<file path="src/rtl/membus_cmd_pkg.sv">
// Shared opcodes, response bytes and state encoding for the byte-stream bus command master.
package membus_cmd_pkg;

  localparam logic [7:0] OP_READ     = 8'h01;
  localparam logic [3:0] OP_WRITE_HI = 4'h1;

  localparam logic [7:0] RSP_ACK = 8'hAA;
  localparam logic [7:0] RSP_ERR = 8'hEE;

  typedef logic [2:0] state_t;

  localparam state_t StIdle = 3'd0;
  localparam state_t StAddr = 3'd1;
  localparam state_t StData = 3'd2;
  localparam state_t StBus  = 3'd3;
  localparam state_t StRsp  = 3'd4;

  // 0x1N with N != 0 is a write whose low nibble is the byte-enable mask.
  function automatic logic is_write_op(input logic [7:0] op);
    return (op[7:4] == OP_WRITE_HI) && (op[3:0] != 4'h0);
  endfunction

endpackage

</file>
<file path="src/rtl/membus_cmd_master.sv">
// Turns opcode/address/data byte frames into single-word picorv32 native bus transfers
// and streams ACK/ERR plus read data back as response bytes.
module membus_cmd_master
  import membus_cmd_pkg::*;
#(
  parameter int unsigned TIMEOUT_CYCLES = 255
) (
  input  logic        clk,
  input  logic        reset,
  input  logic        cmd_valid,
  output logic        cmd_ready,
  input  logic [7:0]  cmd_data,
  output logic        rsp_valid,
  input  logic        rsp_ready,
  output logic [7:0]  rsp_data,
  output logic        mem_valid,
  output logic        mem_instr,
  input  logic        mem_ready,
  output logic [31:0] mem_addr,
  output logic [31:0] mem_wdata,
  output logic [3:0]  mem_wstrb,
  input  logic [31:0] mem_rdata,
  output logic        busy
);

  localparam logic [7:0] TmoLimit = 8'(TIMEOUT_CYCLES);

  state_t      state_q, state_d;
  logic [1:0]  cnt_q, cnt_d;
  logic [31:0] addr_q, addr_d;
  logic [31:0] wdata_q, wdata_d;
  logic [3:0]  wstrb_q, wstrb_d;
  logic        mem_valid_q, mem_valid_d;
  logic [7:0]  tmo_q, tmo_d;
  logic [31:0] rdata_q, rdata_d;
  logic        rsp_valid_q, rsp_valid_d;
  logic [7:0]  rsp_data_q, rsp_data_d;
  logic [2:0]  rsp_rem_q, rsp_rem_d;
  logic        cmd_ready_q, cmd_ready_d;

  logic       cmd_acc;
  logic       rsp_acc;
  logic       go_bus;
  logic       go_err;
  logic [7:0] tmo_inc;

  assign cmd_acc = cmd_valid && cmd_ready_q;
  assign rsp_acc = rsp_valid_q && rsp_ready;
  assign tmo_inc = tmo_q + 8'd1;

  always_comb begin
    state_d     = state_q;
    cnt_d       = cnt_q;
    addr_d      = addr_q;
    wdata_d     = wdata_q;
    wstrb_d     = wstrb_q;
    mem_valid_d = mem_valid_q;
    tmo_d       = tmo_q;
    rdata_d     = rdata_q;
    rsp_valid_d = rsp_valid_q;
    rsp_data_d  = rsp_data_q;
    rsp_rem_d   = rsp_rem_q;
    go_bus      = 1'b0;
    go_err      = 1'b0;

    case (state_q)
      StIdle: begin
        if (cmd_acc) begin
          if (cmd_data == OP_READ) begin
            wstrb_d = 4'h0;
            cnt_d   = 2'd0;
            state_d = StAddr;
          end else if (is_write_op(cmd_data)) begin
            wstrb_d = cmd_data[3:0];
            cnt_d   = 2'd0;
            state_d = StAddr;
          end else begin
            go_err = 1'b1;
          end
        end
      end

      StAddr: begin
        if (cmd_acc) begin
          // Little-endian: the first byte ends up in [7:0] after four shifts.
          addr_d = {cmd_data, addr_q[31:8]};
          cnt_d  = cnt_q + 2'd1;
          if (cnt_q == 2'd3) begin
            if (wstrb_q != 4'h0) begin
              cnt_d   = 2'd0;
              state_d = StData;
            end else if (addr_d[1:0] != 2'b00) begin
              go_err = 1'b1;
            end else begin
              go_bus = 1'b1;
            end
          end
        end
      end

      StData: begin
        if (cmd_acc) begin
          wdata_d = {cmd_data, wdata_q[31:8]};
          cnt_d   = cnt_q + 2'd1;
          if (cnt_q == 2'd3) begin
            // A misaligned write still swallows its data bytes before reporting ERR.
            if (addr_q[1:0] != 2'b00) begin
              go_err = 1'b1;
            end else begin
              go_bus = 1'b1;
            end
          end
        end
      end

      StBus: begin
        if (mem_ready) begin
          mem_valid_d = 1'b0;
          rdata_d     = mem_rdata;
          state_d     = StRsp;
          rsp_valid_d = 1'b1;
          rsp_data_d  = RSP_ACK;
          rsp_rem_d   = (wstrb_q == 4'h0) ? 3'd4 : 3'd0;
        end else begin
          tmo_d = tmo_inc;
          if (tmo_inc == TmoLimit) begin
            mem_valid_d = 1'b0;
            go_err      = 1'b1;
          end
        end
      end

      StRsp: begin
        if (rsp_acc) begin
          if (rsp_rem_q == 3'd0) begin
            rsp_valid_d = 1'b0;
            rsp_data_d  = 8'h00;
            state_d     = StIdle;
          end else begin
            rsp_data_d = rdata_q[7:0];
            rdata_d    = {8'h00, rdata_q[31:8]};
            rsp_rem_d  = rsp_rem_q - 3'd1;
          end
        end
      end

      default: state_d = StIdle;
    endcase

    if (go_bus) begin
      state_d     = StBus;
      mem_valid_d = 1'b1;
      tmo_d       = 8'd0;
    end
    if (go_err) begin
      state_d     = StRsp;
      rsp_valid_d = 1'b1;
      rsp_data_d  = RSP_ERR;
      rsp_rem_d   = 3'd0;
    end
  end

  // Registered so the byte source sees a glitch-free ready aligned with the next state.
  assign cmd_ready_d = (state_d == StIdle) || (state_d == StAddr) || (state_d == StData);

  always_ff @(posedge clk) begin
    if (reset) begin
      state_q     <= StIdle;
      cnt_q       <= 2'd0;
      addr_q      <= 32'h0;
      wdata_q     <= 32'h0;
      wstrb_q     <= 4'h0;
      mem_valid_q <= 1'b0;
      tmo_q       <= 8'd0;
      rdata_q     <= 32'h0;
      rsp_valid_q <= 1'b0;
      rsp_data_q  <= 8'h00;
      rsp_rem_q   <= 3'd0;
      cmd_ready_q <= 1'b0;
    end else begin
      state_q     <= state_d;
      cnt_q       <= cnt_d;
      addr_q      <= addr_d;
      wdata_q     <= wdata_d;
      wstrb_q     <= wstrb_d;
      mem_valid_q <= mem_valid_d;
      tmo_q       <= tmo_d;
      rdata_q     <= rdata_d;
      rsp_valid_q <= rsp_valid_d;
      rsp_data_q  <= rsp_data_d;
      rsp_rem_q   <= rsp_rem_d;
      cmd_ready_q <= cmd_ready_d;
    end
  end

  assign cmd_ready = cmd_ready_q;
  assign rsp_valid = rsp_valid_q;
  assign rsp_data  = rsp_data_q;
  assign mem_valid = mem_valid_q;
  assign mem_instr = 1'b0;
  assign mem_addr  = {addr_q[31:2], 2'b00};
  assign mem_wdata = wdata_q;
  assign mem_wstrb = wstrb_q;
  assign busy      = (state_q != StIdle);

endmodule

</file>
<file path="config.mk">
export PLATFORM = sky130hd
export DESIGN_NAME = membus_cmd_master
export DESIGN_NICKNAME = d
export VERILOG_FILES = /design/src/rtl/membus_cmd_pkg.sv /design/src/rtl/membus_cmd_master.sv
export SDC_FILE = /design/constraint.sdc
export NUM_CORES = 1
export LEC_CHECK = 0
export CAP_MARGIN = 10
export CELL_PAD_IN_SITES_DETAIL_PLACEMENT = 0
export CELL_PAD_IN_SITES_GLOBAL_PLACEMENT = 1
export CORE_UTILIZATION = 30
export DETAILED_ROUTE_END_ITERATION = 12
export PLACE_DENSITY = 0.72
export SLEW_MARGIN = 20
export SYNTH_ARGS = -nofsm -noshare
export SYNTH_HDL_FRONTEND = slang
export SYNTH_SLANG_ARGS = --single-unit
</file>
<file path="constraint.sdc">
create_clock -name clk -period 3.3 [get_ports clk]
set_input_delay 0.825 -clock clk [delete_from_list [all_inputs] [get_ports clk]]
set_output_delay 0.825 -clock clk [all_outputs]
set_load 0.05 [all_outputs]
</file>
# Word-level counts from Yosys, hierarchy flattened
# Cells that the tools add are included.
# classes
add_sub_neg,3
eq_ne,20
muxes,66
bitwise_logic,1
n_reduce_logical,32
# ops
op,n
$mux 32,3
$pmux 32 s2,1
$mux 3,15
$mux 8,4
$mux 1,27
$pmux 8 s2,1
$pmux 3 s5,1
$mux 2,7
$ne 2x2->1 const B,6
$ne 3x3->1 const B,4
$reduce_bool 3->1,4
$reduce_bool 2->1,5
$eq 3x2->1 const B,3
$logic_not 3->1,3
$reduce_and 3->1,3
$add 8x1->8 const B,1
$eq 8x1->1 const B,1
$eq 8x8->1 const B,1
$mux 4,2
$reduce_and 2->1,4
$reduce_and 4->1,2
$reduce_bool 4->1,2
$eq 3x1->1 const B,2
$pmux 2 s3,1
14 further kinds,19
# word_totals
register_bits,127
input_bits,45
word_cells,135

# Logic depth before layout (Yosys ltp)
# Gate-level depths: netlist (run 1).
# depth
ltp_word,11
depth_mapped,8
depth_no_buf,7

# Worst setup path before layout (run 1)
# No wires, ideal clock.
# synth_timing
kind,flip-flop to flip-flop
startpoint,register wstrb_q[0] (netlist: mem_wstrb[0])
endpoint,register rsp_data_q[5] (netlist: rsp_data[5])
setup_time_ns,0.141
arrival_ns,2.460
path_slack_ns,0.699
path_stages_with_launch,8
period_less_slack_ns,2.601
path_cell_list,dfxtp_1 -> or4_4 -> or4b_4 -> a2111oi_4 -> a41oi_2 -> buf_6 -> a221oi_1 -> a311oi_1
# synth_via
elab_chain_cells,7
elab_cells_between_ends,10
# synth_lines
element,line_no,text
from (decl),membus_cmd_master.sv:32,"logic [3:0] wstrb_q, wstrb_d;"
from (signal assigned),membus_cmd_master.sv:185,wstrb_q <= wstrb_d;
$reduce_bool 4->1 *,membus_cmd_master.sv:89,if (wstrb_q != 4'h0) begin
$mux 1 *,membus_cmd_master.sv:89,
$mux 1 *,membus_cmd_master.sv:88,if (cnt_q == 2'd3) begin
$mux 1 *,membus_cmd_master.sv:84,if (cmd_acc) begin
$pmux 1 s4 *,membus_cmd_master.sv:66,case (state_q)
$ne 3x3->1 (no line) / $reduce_bool 3->1 (equally long branches),n/a,
$reduce_and 3->1 (no line),n/a,
to (signal assigned),membus_cmd_master.sv:190,rsp_data_q <= rsp_data_d;
to (decl),membus_cmd_master.sv:37,"logic [7:0] rsp_data_q, rsp_data_d;"
# Mark *: on every way between the ends. The rest lies on a longest branch, timed or not.
# A chain may end at the register's enable or synchronous reset.

# Final worst setup path (run 1)
# layout_timing
startpoint,register state_q[0]
endpoint,output busy
# layout_via
elab_chain_cells,1
# layout_lines
element,line_no,text
from (decl),membus_cmd_master.sv:28,"state_t state_q, state_d;"
from (signal assigned),membus_cmd_master.sv:168,state_q <= StIdle;
from (signal assigned),membus_cmd_master.sv:181,state_q <= state_d;
$reduce_bool 3->1,membus_cmd_master.sv:204,assign busy = (state_q != StIdle);
to (decl),membus_cmd_master.sv:23,output logic busy
# No other way between the ends.

==> results of run 1 <==
==> power groups by stage <==
stage | clock [W] | sequential, W | combinational (W)
after global routing | 0.00197 | 0.00155 | 0.000257
after CTS | 0.00189 | 0.00155 | 0.000241
after floorplan | 0 | 0.00162 | 0.0000975
final | 0.00185 | 0.00155 | 0.000239
after detailed placement | 0 | 0.00159 | 0.000241
after global placement | 0 | 0.00159 | 0.000240
==> through the flow <==
| step | power [W] | cells |
|---|---|---|
| finish | 0.00364 | 1000 |
| global route | 0.00378 | 1000 |
| CTS | 0.00369 | 1000 |
| detailed placement | 0.00183 | 971 |
| global placement | 0.00183 | 971 |
| floorplan | 0.00172 | 682 |
==> layout make-up <==
cell class,instances,area share
flip-flops and latches,127,0.351
repair buffers,141,0.191
clock inverters,8,0.0159
clock buffers,21,0.0635
multi-input cells,468,0.334
well taps,225,0.0388
inverters,10,0.00518
==> flip-flops by register name, indices dropped and copies added (netlist names) <==
register,cells
addr_q,32
cnt_q,2
mem_wstrb,4
rsp_valid,1
mem_wdata,32
rdata_q,32
state_q,3
tmo_q,8
cmd_ready,1
rsp_data,8
mem_valid,1
rsp_rem_q,3
==> worst max-delay path: cells and delay by family (launching register included) <==
kind | cells | cell delay (ps)
simple gates | 1 | 390
flops | 1 | 390
buf+inv | 1 | 740
==> layout by cell type, fill, tap and decap left out, types with 2 or more instances in the layout <==
cell                                n
sky130_fd_sc_hd__buf_12             2
sky130_fd_sc_hd__a211oi_1           3
sky130_fd_sc_hd__xor2_1             3
sky130_fd_sc_hd__buf_4             18
sky130_fd_sc_hd__clkdlybuf4s50_1  121
sky130_fd_sc_hd__mux2i_1            4
sky130_fd_sc_hd__or2_2              2
sky130_fd_sc_hd__a221oi_1           4
sky130_fd_sc_hd__a21o_1             2
sky130_fd_sc_hd__nand3_1            8
sky130_fd_sc_hd__nand4_1            4
sky130_fd_sc_hd__a21oi_1           82
sky130_fd_sc_hd__clkinv_2           5
sky130_fd_sc_hd__a311oi_1          28
sky130_fd_sc_hd__clkbuf_8           2
sky130_fd_sc_hd__a31oi_1            4
sky130_fd_sc_hd__inv_1             10
sky130_fd_sc_hd__nor2b_1            2
sky130_fd_sc_hd__nand4b_1           2
sky130_fd_sc_hd__a22oi_1            8
sky130_fd_sc_hd__conb_1             3
sky130_fd_sc_hd__nor3b_1            2
sky130_fd_sc_hd__xnor2_1            5
sky130_fd_sc_hd__nor3_1             8
sky130_fd_sc_hd__clkbuf_1           2
sky130_fd_sc_hd__a311oi_2           2
sky130_fd_sc_hd__dfxtp_1          127
sky130_fd_sc_hd__or3_1              2
sky130_fd_sc_hd__o31ai_1            2
sky130_fd_sc_hd__clkbuf_16         17
sky130_fd_sc_hd__nor2_1            60
sky130_fd_sc_hd__nand2b_1           4
sky130_fd_sc_hd__ha_1               5
sky130_fd_sc_hd__bufinv_16          3
sky130_fd_sc_hd__o21ai_0            8
sky130_fd_sc_hd__nand2_1          193
==> final timing paths <==
| kind | endpoint | depth (start not counted) | slack [ps] | startpoint |
|---|---|---|---|---|
| hold / removal | mem_wdata[0] | 2 | 460 | mem_wdata[0] |
| setup / recovery | busy | 2 | 530 | state_q[0] |
| hold reg to reg | mem_wdata[0] | 2 | 460 | mem_wdata[0] |
| setup reg to reg | rsp_data[3] | 7 | 740 | mem_wstrb[0] |
==> metal layers <==
layer	vias to the layer above	part of all wire
met5	-	0
met4	0	0.0081
met3	9	0.051
met2	106	0.45
met1	2267	0.49
li1	2446	-
==> cells by family (layout without fill, tap and decap cells) <==
| kind of cell | after synthesis | count (layout) | synth area share |
|---|---|---|---|
| compound gates | 149 | 149 | 0.182 |
| other cells | 1 | 3 | 0.000694 |
| buf+inv | 87 | 180 | 0.0850 |
| fa+ha+maj | 5 | 5 | 0.0116 |
| xor+xnor | 8 | 8 | 0.0130 |
| mux | 4 | 4 | 0.00741 |
| flops | 127 | 127 | 0.470 |
| simple gates | 299 | 299 | 0.230 |
==> reports/metrics.csv, run 1 <==
metric;value;unit
netlist.top_cell.by_area;sky130_fd_sc_hd__dfxtp_1;
cts.hold.buffers_added;0;
slew-limit-headroom;0.613;
yosys.cell_types.count;47;
top_usage_layer;met2;
start_kind;flop;
global_route.usage.met3;0.0503;
row_count;48;
final_min_period_over_clock_period;0.839;
flow.area_growth_from_synthesis;34.1;%
fin_nets;815;
globalRouteOverflowTotal;0;
largest_fanout_on_the_critical_path;9;
final_hold_viol_count;0;
design.die.area;18600;µm²
setup_viol;0;
antenna_left;0;
cts-root-to-sink-buffers;2;
fmax;361;MHz
place.detailed.hpwl;10.1;mm
run_status;finished clean;
drv.max_cap_violation_count;0;
final_cell_area;7250;µm²
async_set_reset_flop_share_out_of_synthesis;0;
combPwrFrac;0.066;
grt_pass1_wl;22.7;mm
worst_pin_slew;581;ps
timing.setup.tns;0;ps
grt_met2_use;0.248;
multiInputGateArea;2420;µm²
cts.clk_slew.worst_paths;60;ps
grt_util_met1;0.210;
drive_above_1_share;0.0774;
place.gp.congestion;0.765;
crit_chain;or3_1 > clkdlybuf4s50_1;
number_of_ports_placed_on_the_die_boundary;126;
die_h;136;µm
synth_edf_count;0;
crit_path_max_incr_delay;740;ps
clockPowerShare;0.507;
postSynthRegisterBits;127;
die-width;136;µm
netSwitchingPower;0.000792;W
setup.worst_path.class;reg -> out;
placement.cell_area;6670;µm²
avgRoutedWirePerCell;14.4;µm
synth-main-ff-cell;sky130_fd_sc_hd__dfxtp_1;
initialDrtViolationCount;249;
number_of_buffers_added_on_ports;122;
cts_root_buf;sky130_fd_sc_hd__clkbuf_16;
synthDominantCellAreaShare;0.470;
initial_utilization;0.310;
total_leakage_power;2.46;nW
drv_slew;0;
cp-end-kind;output port;
peak_supply_drop;372;µV
power.density;502;nW/µm²
numCtsBuffers;17;
route.detailed.vias_per_inst;4.83;
ys_top_cells_by_count;193 x sky130_fd_sc_hd__nand2_1, 127 x sky130_fd_sc_hd__dfxtp_1, 82 x sky130_fd_sc_hd__a21oi_1;
remaining_drc_errors;0;
p_sw_frac;0.218;
dp_worst_slack;178;ps
final.setup_skew;13.8;ps
antenna_found_initial;0;
hold_ws;458;ps
crit_path_top_delay_cell;sky130_fd_sc_hd__clkdlybuf4s50_1;
cts_max_level;4;
yosys-top-cells-area;sky130_fd_sc_hd__dfxtp_1 47%, sky130_fd_sc_hd__nand2_1 13%, sky130_fd_sc_hd__a21oi_1 7.6%;
n_antenna_cell;0;
power.share.sequential;0.427;
yosys_warnings;0;
seq_area_frac_synth;0.470;
global_route.usage.total;0.160;
clock-sinks;127;
hp-class;reg -> reg;
synthMostInstantiatedCell;sky130_fd_sc_hd__nand2_1;
setup_repair_after_global_routing_missed_its_margin;no;
final_core_utilization;0.416;
cts_tree;yes;
mappedNetlistArea;5410;µm²
post_cts_resize_count;0;
register_area;2540;µm²
pin_count_of_the_biggest_net_entering_global_routing;56;
postCtsSetupRepairBufs;0;
synth.avg_cell_area;7.95;µm²
postSynthCellCount;680;
drt_pass1_iterations;6;
nFillCells;1772;
setup_slack;533;ps
core;17400;µm²
worst_ep_required_time;2470;ps
detailroute.via_count;4828;
timing.final.crit_period;2770;ps
cp_data_arrival_time;1940;ps
p_int;0.00285;W
via_count_of_the_first_global_routing_pass;4450;
drt-total-wl;14.4;mm
clkLatencyLatePin;410;ps
(Power assumes the default switching activity.)
==> run 2: changes to the inputs <==
==> constraint.sdc (replaced) <==
create_clock -name clk -period 2.75 [get_ports clk]
set_input_delay 0.6875 -clock clk [delete_from_list [all_inputs] [get_ports clk]]
set_output_delay 0.6875 -clock clk [all_outputs]
set_load 0.05 [all_outputs]
==> run 2 against run 1 <==
Net effect: die area unchanged; routed wire length increased by 0.38%; worst setup slack got worse by 440 ps; register-to-register slack got worse by 530 ps; final area increased by 2.8%; core utilization increased by 1.2 points; final cell count increased by 1.8%; total power increased by 29%; count of clock-buffer cells in the layout increased by 1; via count increased by 1.8%; first-iteration DRC count increased by 18%; hold slack got worse by 4.2 ps; critical endpoint unchanged; largest cell class unchanged.
==> reports/metrics.csv, run 2 (same netlist as run 1, synthesis figures left out) <==
metric;value;unit
run_status;finished clean;
critPathTopFamily;buffers and inverters;
cts-root-to-sink-buffers;2;
cp_data_arrival_time;1970;ps
place.gp.congestion;0.775;
fin_nets;830;
globalRouteOverflowTotal;0;
r2r-end;rsp_data[1];
final.setup_skew;6.40;ps
drive_above_1_share;0.0971;
initial_utilization;0.310;
nFillCells;1750;
core;17400;µm²
setup_viol;0;
number_of_buffers_added_on_ports;122;
layout.cells.most_common;sky130_fd_sc_hd__nand2_1;
final_cell_area;7450;µm²
combPwrFrac;0.066;
detailroute.via_count;4916;
start_kind;flop;
p_int;0.00371;W
hold_start;addr_q[7];
antenna_left;0;
p_sw_frac;0.212;
global_route.usage.total;0.163;
min_delay_worst_endpoint;addr_q[7];
power.density;631;nW/µm²
final_hold_viol_count;0;
fmax;377;MHz
worst_pin_slew;565;ps
rrSetupSlack;210;ps
initialDrtViolationCount;294;
cts.clk_slew.worst_paths;60;ps
peak_supply_drop;420;µV
cp-end-kind;output port;
crit_path_top_delay_cell;sky130_fd_sc_hd__clkdlybuf4s50_1;
power.share.sequential;0.396;
crit_chain;or3_1 > clkdlybuf4s50_1;
hp-class;reg -> reg;
setup_slack;95.6;ps
worst_ep_required_time;2060;ps
postCtsSetupRepairBufs;0;
row_count;48;
die_h;136;µm
setup_repair_after_global_routing_missed_its_margin;no;
final_cell_mix;193 x sky130_fd_sc_hd__nand2_1, 127 x sky130_fd_sc_hd__dfxtp_1, 121 x sky130_fd_sc_hd__clkdlybuf4s50_1, 82 x sky130_fd_sc_hd__a21oi_1, 60 x sky130_fd_sc_hd__nor2_1;
flow.area_growth_from_synthesis;37.9;%
critical_path.reg2reg.startpoint;mem_wstrb[0];
clock-sinks;127;
design.die.area;18600;µm²
crit_path_max_incr_delay;730;ps
total_leakage_power;2.56;nW
timing.final.crit_period;2650;ps
n_antenna_cell;0;
die-width;136;µm
route.detailed.vias_per_inst;4.83;
cts_max_level;4;
cts_tree;yes;
via_count_of_the_first_global_routing_pass;4601;
drt_pass1_iterations;4;
number_of_ports_placed_on_the_die_boundary;126;
largest_fanout_on_the_critical_path;10;
clockPowerShare;0.538;
setup.worst_path.class;reg -> out;
hold-path-cell-count;2;
drv.max_cap_violation_count;0;
grt_pass1_wl;23.4;mm
pin_count_of_the_biggest_net_entering_global_routing;40;
antenna_found_initial;0;
drv_slew;0;
dp_worst_slack;-243;ps
netSwitchingPower;0.000996;W
cts_root_buf;sky130_fd_sc_hd__clkbuf_16;
ff2ff_path_depth;7;
final_min_period_over_clock_period;0.965;
clkLatencyLatePin;410;ps
crit_buf_inv;1;
numCtsBuffers;17;
place.detailed.hpwl;10.3;mm
remaining_drc_errors;0;
avgRoutedWirePerCell;14.2;µm
drt-total-wl;14.4;mm
placement.cell_area;6780;µm²
slew-limit-headroom;0.622;
[run 2: cell types whose count changed in the layout (fill, tap and decap cells not counted), sizes merged]
cell / change
clkbuf: +1
clkinvlp: +2
bufinv: +3
buf: +15
clkinv: -3
[run 2: power groups by stage]
| stage | clock (W) | combinational [W] | sequential [W] |
|---|---|---|---|
| detailed placement | 0 | 0.000309 | 0.00190 |
| global placement | 0 | 0.000306 | 0.00190 |
| CTS | 0.00259 | 0.000310 | 0.00186 |
| floorplan | 0 | 0.000117 | 0.00194 |
| finish | 0.00253 | 0.000308 | 0.00186 |
| global route | 0.00267 | 0.000333 | 0.00186 |
[run 2: what timing repair did]
action / in CTS / in global routing
hold buffers: 0 / 0
resized for setup: 0 / 1
setup endpoints to repair: 0 / 4
[run 2: cell type report]
| type | count | area [µm²] | area share |
|---|---|---|---|
| clock buffer | 22 | 454 | 0.0609 |
| inverter | 10 | 37.5 | 0.00504 |
| timing repair buffer | 156 | 1500 | 0.201 |
| tap | 225 | 282 | 0.0378 |
| clock inverter | 10 | 209 | 0.0280 |
| sequential | 127 | 2540 | 0.341 |
| multi-input combinational | 468 | 2430 | 0.326 |
[run 2: per-layer routing]
| layer | GRT usage | wire [µm] |
|---|---|---|
| met1 | 0.213 | 6810 |
| met3 | 0.0403 | 697 |
| met2 | 0.253 | 6680 |
| met5 | 0 | 0 |
| met4 | 0.0685 | 231 |
[run 2: worst reg2reg max path: stages, from the launching register on]
cell	delay, ps
sky130_fd_sc_hd__dfxtp_1	330
sky130_fd_sc_hd__or4_4	580
sky130_fd_sc_hd__or4b_4	510
sky130_fd_sc_hd__a2111oi_4	370
sky130_fd_sc_hd__a41oi_2	50
sky130_fd_sc_hd__buf_4	180
sky130_fd_sc_hd__a221oi_1	300
sky130_fd_sc_hd__a311oi_1	80
[run 2: worst max path at each step]
| stage | end | slack [ps] | startpoint | cells past startpoint |
|---|---|---|---|---|
| after floorplan | rsp_data[5] | 150 | mem_wstrb[0] | 7 |
| after global placement | rsp_data[7] | -180 | cmd_data[2] | 9 |
| after detailed placement | rsp_data[1] | -240 | cmd_data[2] | 10 |
| after CTS | busy | 100 | state_q[0] | 2 |
| after global routing | rsp_data[5] | 10 | cmd_data[2] | 9 |
| final | busy | 100 | state_q[1] | 2 |
[run 2: stage by stage]
step           power (W)   util  TNS, ps  std cells  hold WS, ps
2_1_floorplan    0.00206      -        0        682          437
3_3_place_gp     0.00221  0.390     -994        986          442
6_report         0.00470  0.428        0       1018          454
4_1_cts          0.00476  0.428        0       1018          457
3_5_place_dp     0.00221  0.390    -1420        986          449
5_1_grt          0.00487  0.428        0       1018          471
==> RTL edit: new RTL, settings of run 2 <==
Change the parameter `TIMEOUT_CYCLES` from 255 to 191.
--- a/src/rtl/membus_cmd_master.sv
+++ b/src/rtl/membus_cmd_master.sv
@@ -3,7 +3,7 @@
 module membus_cmd_master
   import membus_cmd_pkg::*;
 #(
-  parameter int unsigned TIMEOUT_CYCLES = 255
+  parameter int unsigned TIMEOUT_CYCLES = 191
 ) (
   input  logic        clk,
   input  logic        reset,
Formal check against the unedited RTL: same outputs for any inputs over 10 cycles, from zero or initial values and one cycle with reset high; that may be too few to reach the edited logic, so the function may still have changed.
==> RTL edit against run 2 <==
Combinational power decreased by 2%; wire length up 1.4%; area after synthesis up 0.14%; maximum frequency grew 0.49%; non-clock buffer count decreased by 17; global-route usage barely moved; cell area is 2.8% lower; total power down 5.1%; worst setup slack better by 0.013 ns; sequential cell count unchanged; largest cell class unchanged.
==> RTL edit: results (changes against run 2) <==
cell count after synthesis=676 (-0.59%); TritonRoute pass-1 iters=5 (+1); startpoint of the most critical hold path=addr_q[2]; post-synthesis mux area share=0.0111 (+0.00369); number of global-route vias before repair=4554 (-1.0%); instance count after placement with tap cells included=966 (-2.0%); post-detailed-placement cell area=6640 um^2 (-2.1%); most area-consuming cells after synthesis=dfxtp_1, nand2_1, a21oi_1; detailed-placement wirelength estimate=10.1 mm (-1.3%); cell internal pwr=0.00349 W (-5.9%); largest driver fanout on the critical path=8 (-2); signal arrival time at the worst endpoint=1.95 ns (-0.02 ns); slack of the critical path=0.109 ns (+0.0130 ns); detailed-route via count=4732 (-3.7%); register-to-register setup slack=0.45 ns (+0.24 ns); IR Drop Worst-Case VDD=0.435 mV (+3.7%); wire length of the first global-routing pass=23.3 mm (-0.21%); proportion of netlist area held by the largest area contributor=0.470 (-0.000652); final net count=810 (-2.4%); standby leakage power=2.43 nW (-5.0%); ratio of cells with drive above 1 in the final layout=0.0816 (-0.0155); First DRT Iteration DRCs=224 (-24%); setup slack after placement=-0.105 ns (+0.138 ns); compound-cell area share of the yosys netlist=0.169 (-0.0130); launch instance of the worst register-to-register path=tmo_q[0]; Total Routing Usage GR=0.162 (-0.000278); adder-cell area share of the yosys netlist=0.0116 (-0.0000161); wire length after detailed routing=14.6 mm (+1.4%); pin count of the biggest net entering global routing=50 (+25%); relative max-transition margin=0.389 (-0.233); XOR/XNOR Fraction of Synth Area=0.0162 (+0.00322); worst hold endpoint=addr_q[2]; run status=finished, final reports clean; sequential area share after synthesis=0.470 (-0.000652)
## RTL edit: area by class of cell
| class | count | area (um^2) |
|---|---|---|
| multi-input cells | 471 | 2450 |
| fillers | 1743 | 10200 |
| inverters | 4 | 15.0 |
| clock inverters | 6 | 105 |
| well taps | 225 | 282 |
| repair buffers | 139 | 1360 |
| flip-flops and latches | 127 | 2540 |
| clock buffers | 25 | 495 |
## RTL edit: power groups by stage
stage               Clock (W)  Combinational (W)  Sequential, W
CTS                   0.00234           0.000306        0.00187
global placement            0           0.000300        0.00191
finish                0.00229           0.000303        0.00187
detailed placement          0           0.000305        0.00191
global route          0.00242           0.000325        0.00187
floorplan                   0           0.000131        0.00194
## RTL edit: logic make-up (layout without fill, tap and decap cells)
| kind of cell | count (synthesis) | count (layout) |
|---|---|---|
| DFF | 127 | 127 |
| xor gates and xnor gates | 10 | 10 |
| and+or+nand+nor | 308 | 308 |
| buffers and inverters | 80 | 174 |
| AOI/OAI and AO/OA | 139 | 139 |
| adders and majority gates | 5 | 5 |
| muxes | 6 | 6 |
| other | 1 | 3 |
## RTL edit: metrics by stage
stage | hold slack (ns) | setup TNS (ns) | total power [W]
floorplan | 0.436 | 0 | 0.00207
global placement | 0.444 | -0.163 | 0.00221
detailed placement | 0.446 | -0.674 | 0.00221
CTS | 0.454 | 0 | 0.00452
global route | 0.475 | 0 | 0.00461
finish | 0.450 | 0 | 0.00446
## RTL edit: per-layer routing
metal	vias to the layer above	share of wire	GRT usage
met4	0	0.016	0.0679
met5	-	0	0
met1	2208	0.47	0.207
li1	2410	-	-
met3	17	0.054	0.0507
met2	97	0.46	0.252
## RTL edit: tightest hold or removal path, cell delays in order (launching register included)
cell	delay [ns]
dfxtp_1	0.30
nand2_1	0.05
a21oi_1	0.05
## RTL edit: worst max path at each step
stage                 startpoint          end
detailed placement   cmd_data[1]  rsp_data[1]
finish                state_q[0]         busy
floorplan           mem_wstrb[0]    cmd_ready
global route          state_q[0]         busy
CTS                   state_q[0]         busy
global placement     cmd_data[1]  rsp_data[3]
